File: src/rtl/lsu_pkg.sv
// Shared definitions for the load/store unit: op codes, FSM states and op decode helpers.
package lsu_pkg;

  localparam logic [3:0] OP_LB  = 4'd0;
  localparam logic [3:0] OP_LH  = 4'd1;
  localparam logic [3:0] OP_LW  = 4'd2;
  localparam logic [3:0] OP_LBU = 4'd4;
  localparam logic [3:0] OP_LHU = 4'd5;
  localparam logic [3:0] OP_SB  = 4'd8;
  localparam logic [3:0] OP_SH  = 4'd9;
  localparam logic [3:0] OP_SW  = 4'd10;

  typedef enum logic [2:0] {
    ST_IDLE,
    ST_LOAD,
    ST_RMW_RD,
    ST_WRITE,
    ST_RESP
  } lsu_state_e;

  function automatic logic is_store(input logic [3:0] op);
    return op[3];
  endfunction

  function automatic logic op_legal(input logic [3:0] op);
    case (op)
      OP_LB, OP_LH, OP_LW, OP_LBU, OP_LHU, OP_SB, OP_SH, OP_SW: return 1'b1;
      default: return 1'b0;
    endcase
  endfunction

  // size: 0 byte, 1 halfword, 2 word (op[1:0])
  function automatic logic is_misaligned(input logic [1:0] size, input logic [1:0] lo);
    return (size == 2'd1 && lo[0]) || (size == 2'd2 && lo != 2'b00);
  endfunction

  // Byte lane actually used; misaligned low bits are dropped when errors are disabled.
  function automatic logic [1:0] lane_of(input logic [1:0] size, input logic [1:0] lo);
    case (size)
      2'd0:    return lo;
      2'd1:    return {lo[1], 1'b0};
      default: return 2'b00;
    endcase
  endfunction

endpackage

File: src/rtl/lsu_lane_align.sv
// Combinational lane handling: load extraction with sign/zero extension and sub-word store merge.
module lsu_lane_align
  import lsu_pkg::*;
(
  input  logic [1:0]  size,
  input  logic        uns,
  input  logic [1:0]  lane,
  input  logic [31:0] word,
  input  logic [31:0] wdata,
  output logic [31:0] load_data,
  output logic [31:0] merged
);

  logic [7:0]  byte_sel;
  logic [15:0] half_sel;

  always_comb begin
    byte_sel  = word[{lane, 3'b000} +: 8];
    half_sel  = lane[1] ? word[31:16] : word[15:0];
    load_data = word;
    merged    = wdata;
    case (size)
      2'd0: begin
        load_data = uns ? {24'd0, byte_sel} : {{24{byte_sel[7]}}, byte_sel};
        merged    = word;
        merged[{lane, 3'b000} +: 8] = wdata[7:0];
      end
      2'd1: begin
        load_data = uns ? {16'd0, half_sel} : {{16{half_sel[15]}}, half_sel};
        merged    = lane[1] ? {wdata[15:0], word[15:0]} : {word[31:16], wdata[15:0]};
      end
      default: begin
        load_data = word;
        merged    = wdata;
      end
    endcase
  end

endmodule

File: src/rtl/load_store_unit.sv
// Memory-access stage: one request at a time, sub-word stores done as read-modify-write.
// state     | meaning
// IDLE      | ready for a request
// LOAD      | memory read of the word holding the load data
// RMW_RD    | read of the old word before a byte/half store
// WRITE     | write strobe held over the memory's falling-edge sample
// RESP      | one-cycle response pulse
module load_store_unit
  import lsu_pkg::*;
#(
  parameter int ADDR_W          = 32,
  parameter bit ERR_ON_MISALIGN = 1'b1
) (
  input  logic              clk,
  input  logic              rst_n,
  input  logic              req_valid,
  output logic              req_ready,
  input  logic [3:0]        req_op,
  input  logic [ADDR_W-1:0] req_addr,
  input  logic [31:0]       req_wdata,
  output logic              resp_valid,
  output logic [31:0]       resp_rdata,
  output logic              resp_err,
  output logic              mem_ren,
  output logic              mem_wen,
  output logic [ADDR_W-1:0] mem_addr,
  output logic [31:0]       mem_wdata,
  input  logic [31:0]       mem_rdata
);

  lsu_state_e  state;
  logic [1:0]  size_q;
  logic        uns_q;
  logic [1:0]  lane_q;
  logic [31:0] wdata_q;
  logic [31:0] load_data;
  logic [31:0] merged;
  logic        req_bad;

  assign req_bad = !op_legal(req_op) ||
                   (ERR_ON_MISALIGN && is_misaligned(req_op[1:0], req_addr[1:0]));

  lsu_lane_align u_align (
    .size      (size_q),
    .uns       (uns_q),
    .lane      (lane_q),
    .word      (mem_rdata),
    .wdata     (wdata_q),
    .load_data (load_data),
    .merged    (merged)
  );

  always_ff @(posedge clk or negedge rst_n) begin
    if (!rst_n) begin
      state      <= ST_IDLE;
      req_ready  <= 1'b1;
      resp_valid <= 1'b0;
      resp_err   <= 1'b0;
      resp_rdata <= '0;
      mem_ren    <= 1'b0;
      mem_wen    <= 1'b0;
      mem_addr   <= '0;
      mem_wdata  <= '0;
      size_q     <= '0;
      uns_q      <= 1'b0;
      lane_q     <= '0;
      wdata_q    <= '0;
    end else begin
      case (state)
        ST_IDLE: begin
          if (req_valid) begin
            req_ready <= 1'b0;
            size_q    <= req_op[1:0];
            uns_q     <= req_op[2];
            lane_q    <= lane_of(req_op[1:0], req_addr[1:0]);
            wdata_q   <= req_wdata;
            if (req_bad) begin
              state      <= ST_RESP;
              resp_valid <= 1'b1;
              resp_err   <= 1'b1;
              resp_rdata <= '0;
            end else begin
              mem_addr <= {req_addr[ADDR_W-1:2], 2'b00};
              if (!is_store(req_op)) begin
                state   <= ST_LOAD;
                mem_ren <= 1'b1;
              end else if (req_op == OP_SW) begin
                state     <= ST_WRITE;
                mem_wen   <= 1'b1;
                mem_wdata <= req_wdata;
              end else begin
                state   <= ST_RMW_RD;
                mem_ren <= 1'b1;
              end
            end
          end
        end
        ST_LOAD: begin
          state      <= ST_RESP;
          mem_ren    <= 1'b0;
          resp_valid <= 1'b1;
          resp_err   <= 1'b0;
          resp_rdata <= load_data;
        end
        ST_RMW_RD: begin
          state     <= ST_WRITE;
          mem_ren   <= 1'b0;
          mem_wen   <= 1'b1;
          mem_wdata <= merged;
        end
        ST_WRITE: begin
          state      <= ST_RESP;
          mem_wen    <= 1'b0;
          resp_valid <= 1'b1;
          resp_err   <= 1'b0;
          resp_rdata <= '0;
        end
        ST_RESP: begin
          state      <= ST_IDLE;
          resp_valid <= 1'b0;
          req_ready  <= 1'b1;
        end
        default: begin
          state     <= ST_IDLE;
          req_ready <= 1'b1;
        end
      endcase
    end
  end

endmodule

File: config.mk
export PLATFORM = sky130hd
export DESIGN_NAME = load_store_unit
export DESIGN_NICKNAME = d
export VERILOG_FILES = /design/src/rtl/lsu_pkg.sv /design/src/rtl/lsu_lane_align.sv /design/src/rtl/load_store_unit.sv
export SDC_FILE = /design/constraint.sdc
export NUM_CORES = 1
export LEC_CHECK = 0
export BUFFER_PORTS_ARGS = -buffer_cell sky130_fd_sc_hd__buf_4
export CORE_MARGIN = 3
export CORE_UTILIZATION = 58
export DETAILED_ROUTE_END_ITERATION = 8
export GPL_TIMING_DRIVEN = 0
export PLACE_DENSITY = 0.95
export SLEW_MARGIN = 20
export SYNTH_ARGS = -nofsm -noshare
export SYNTH_HDL_FRONTEND = slang
export SYNTH_SLANG_ARGS = --single-unit
File: constraint.sdc
create_clock -name clk -period 3.8 [get_ports clk]
set_input_delay 0.38 -clock clk [delete_from_list [all_inputs] [get_ports clk]]
set_output_delay 0.38 -clock clk [all_outputs]
set_load 0.05 [all_outputs]
==> impl_metrics.csv <==
group,metric,value,unit
setup_path,crit_path_frequent_cell,"buf_2",
timing,report.final.slew_viol_count,0,
setup_path,worst-path-buf-inv,5,
layout,syn2layout_area_growth,31.3,%
clock_network,hold_buffers,1,
clock_network,clock_latency,0.43,ns
setup_path,crit_path_max_fanout,10,
clock_network,cts_made_buffers,17,
hold_path,hp-class,"input pin to register",
layout,final_nets,1045,
detailed_routing,wl_per_cell,22.7,microns
layout,drive_above_1_share,0.362,
floorplan,pin_count,204,
yosys,yosys.cell_types.count,49,
global_route,gr-total-overflow,0,
detailed_routing,totalWireLength,25400,microns
job,maxCapViolCount,0,
setup_path,cpPeakStageDelay,0.38,ns
clock_network,cts_sinks,139,
setup_path,path_cells,"buf_2, buf_2, buf_2, inv_1, ha_1, and3b_1, clkbuf_1, a21boi_0, o311a_1, o31ai_1",
yosys,yosysMostFrequentCell,"dfrtp_1",
timing,tightest_slew,1.09,ns
layout,diodes,0,
placed_design,gp_congestion,0.962,
global_route,grt.total_usage,0.346,
global_route,grt_pass1_wl,39000,microns
yosys,synth_edf_count,0,
timing,rsz0062_at_grt,"false",
layout,post-route-util,0.788,
timing,fmax,325,MHz
setup_path,crit_type,"register to register",
power_and_ir_drop,total_power,0.0103,W
global_route,antenna_found_initial,0,
timing,min_period,3.07,ns
yosys,yosysTopAreaCell,"dfrtp_1",
timing,finClkSkew,0.00795,ns
clock_network,htreeDepth,4,
power_and_ir_drop,powerDensity,1020,nW/um^2
floorplan,die_y,121,microns
timing,fin_tns_setup,0,ns
floorplan,fp.coreArea,12800,sq um
yosys,synth_common_cells,"dfrtp_1, mux2_2, nor2_1",
yosys,ys.flop_type,"dfrtp_1",
power_and_ir_drop,leakage,4.60,nW
detailed_routing,ant_nets,0,
floorplan,num_rows,41,
setup_path,critPathSlowestCell,"dfrtp_1",
timing,setup_violations,0,
yosys,yosysTopAreaCellShare,0.451,
yosys,seq_area_frac_synth,0.454,
setup_path,cp_top_family,"buffers and inverters",
timing,report.final.hold_viol_count,0,
placed_design,hpwl,18900,microns
yosys,synth-seq-cells,139,
detailed_routing,vias,7155,
setup_path,crit_path_end_kind,"register",
yosys,avgSynthCellArea,10.7,sq um
global_route,grt_max_degree,88,
setup_path,required,4.13,ns
setup_path,cp_data_arrival_time,3.41,ns
global_route,grt_pass1_vias,7181,
yosys,ys_top_cells_by_area,"dfrtp_1, mux2_2, a221o_1, a221oi_1, nor2b_1",
detailed_routing,drt-pass1-iter-count,5,
detailed_routing,drt_iter0_drc,819,
floorplan,start_util,0.600,
detailed_routing,drc,0,
clock_network,cts_tree,"built",
run_status,status,"completed",
power_and_ir_drop,ir_drop,0.554,mV
clock_network,clkTransAtPathRegs,0.06,ns
clock_network,ctsRootBufferMaster,"clkbuf_16",
yosys,synth_area,7660,sq um
clock_network,postCtsSetupBuffers,0,
floorplan,dieArea,14600,sq um
placed_design,io_buffers,201,
clock_network,ctsResizeCount,0,
timing,fin_crit_sh,0.809,
timing,slew_headroom,0.271,
yosys,yosys_warnings,0,
setup_path,startpoint_type,"register",
detailed_routing,via_per_inst,6.38,
clock_network,clockBufferDepth,2,
floorplan,die_x,121,microns
yosys,async_reset_ff_frac,1.00,
yosys,syn_inst,714,
-- metal layers --
metal  GRT usage  routed length, microns  up-vias
li1            -                       -     3136
met1       0.443                    9750     3438
met2       0.554                   11800      485
met3      0.0844                    2730       96
met4       0.169                    1180        0
met5           0                       0        -
-- cells in the final DEF (no fill, tap or decap), drive strengths merged, types with 3 or more instances in the layout --
master / netlist / layout
a221oi: 24 / 24
mux4: 7 / 7
o2bb2ai: 7 / 7
mux2: 77 / 77
nand2: 12 / 12
o22ai: 6 / 6
a221o: 39 / 39
a31oi: 18 / 18
a21oi: 34 / 34
a22o: 16 / 16
nor3: 16 / 16
bufinv: 0 / 4
clkbuf: 38 / 58
nor2: 50 / 50
mux2i: 19 / 19
a21o: 8 / 8
inv: 21 / 22
clkinv: 0 / 4
o31ai: 17 / 17
o211ai: 15 / 15
nor2b: 31 / 31
nand2b: 4 / 4
buf: 37 / 239
or2: 3 / 3
o21ai: 37 / 37
and3b: 16 / 16
dfrtp: 138 / 138
ha: 5 / 5
-- worst reg2reg max path: stages, from the launching register on --
cell	delay, ns
dfrtp_1	0.38
buf_2	0.25
buf_2	0.30
buf_2	0.29
inv_1	0.13
ha_1	0.35
and3b_1	0.16
clkbuf_1	0.35
a21boi_0	0.18
o311a_1	0.38
o31ai_1	0.22
-- area by class of cell --
| class | instances | area, sq um |
|---|---|---|
| multi-input cells | 480 | 3770 |
| flip-flops and latches | 139 | 3480 |
| fillers | 781 | 2710 |
| repair buffers | 203 | 1550 |
| clock buffers | 20 | 457 |
| plain buffers | 75 | 343 |
| well taps | 172 | 215 |
| clock inverters | 11 | 168 |
| inverters | 21 | 78.8 |
-- metrics by stage --
step                      setup WS, ns  area (sq um)  instances  hold WS, ns
final                            0.725         10100       1121        0.179
after global routing             0.533         10100       1121        0.180
after CTS                        0.804         10100       1121        0.174
after detailed placement         0.824          9430       1089        0.316
after global placement           0.854          9390       1088        0.462
after floorplan                   1.34          7670        715       0.0844
-- sequential cells by signal, indices dropped and copies added, names as in the netlist --
| signal | count |
|---|---|
| lane_q | 2 |
| mem_addr | 30 |
| mem_ren | 1 |
| mem_wdata | 32 |
| mem_wen | 1 |
| req_ready | 1 |
| resp_err | 1 |
| resp_rdata | 32 |
| resp_valid | 1 |
| size_q | 2 |
| state | 3 |
| uns_q | 1 |
| wdata_q | 32 |
-- cell families after synthesis --
group,Yosys count,share of synthesized area
AOI/OAI and AO/OA,228,0.219
and+or+nand+nor,142,0.105
DFF,139,0.454
muxes,103,0.159
buffers and inverters,96,0.0550
adders and majority gates,5,0.00816
other,1,0.000489
-- power breakdown --
part | switching, W | total [W] | internal, W | leakage [nW]
clock network | 0.000644 | 0.00177 | 0.00113 | 0.302
registers | 0.000475 | 0.00265 | 0.00217 | 1.72
logic | 0.00382 | 0.00584 | 0.00202 | 2.58
total | 0.00494 | 0.0103 | 0.00532 | 4.60
-- path summary, 6_finish.rpt --
kind                       depth (start not counted)        endpoint      startpoint  slack (ns)
max in group asynchronous                          3       req_ready           rst_n        2.56
setup reg to reg                                  10    mem_wdata[8]       lane_q[1]        0.73
hold reg to reg                                    1  resp_rdata[13]  resp_rdata[13]        0.49
min in group asynchronous                          2     mem_addr[7]           rst_n        0.45
setup / recovery                                  10    mem_wdata[8]       lane_q[1]        0.73
hold / removal                                     2    mem_addr[30]    req_addr[30]        0.18
(Power assumes the default switching activity.)
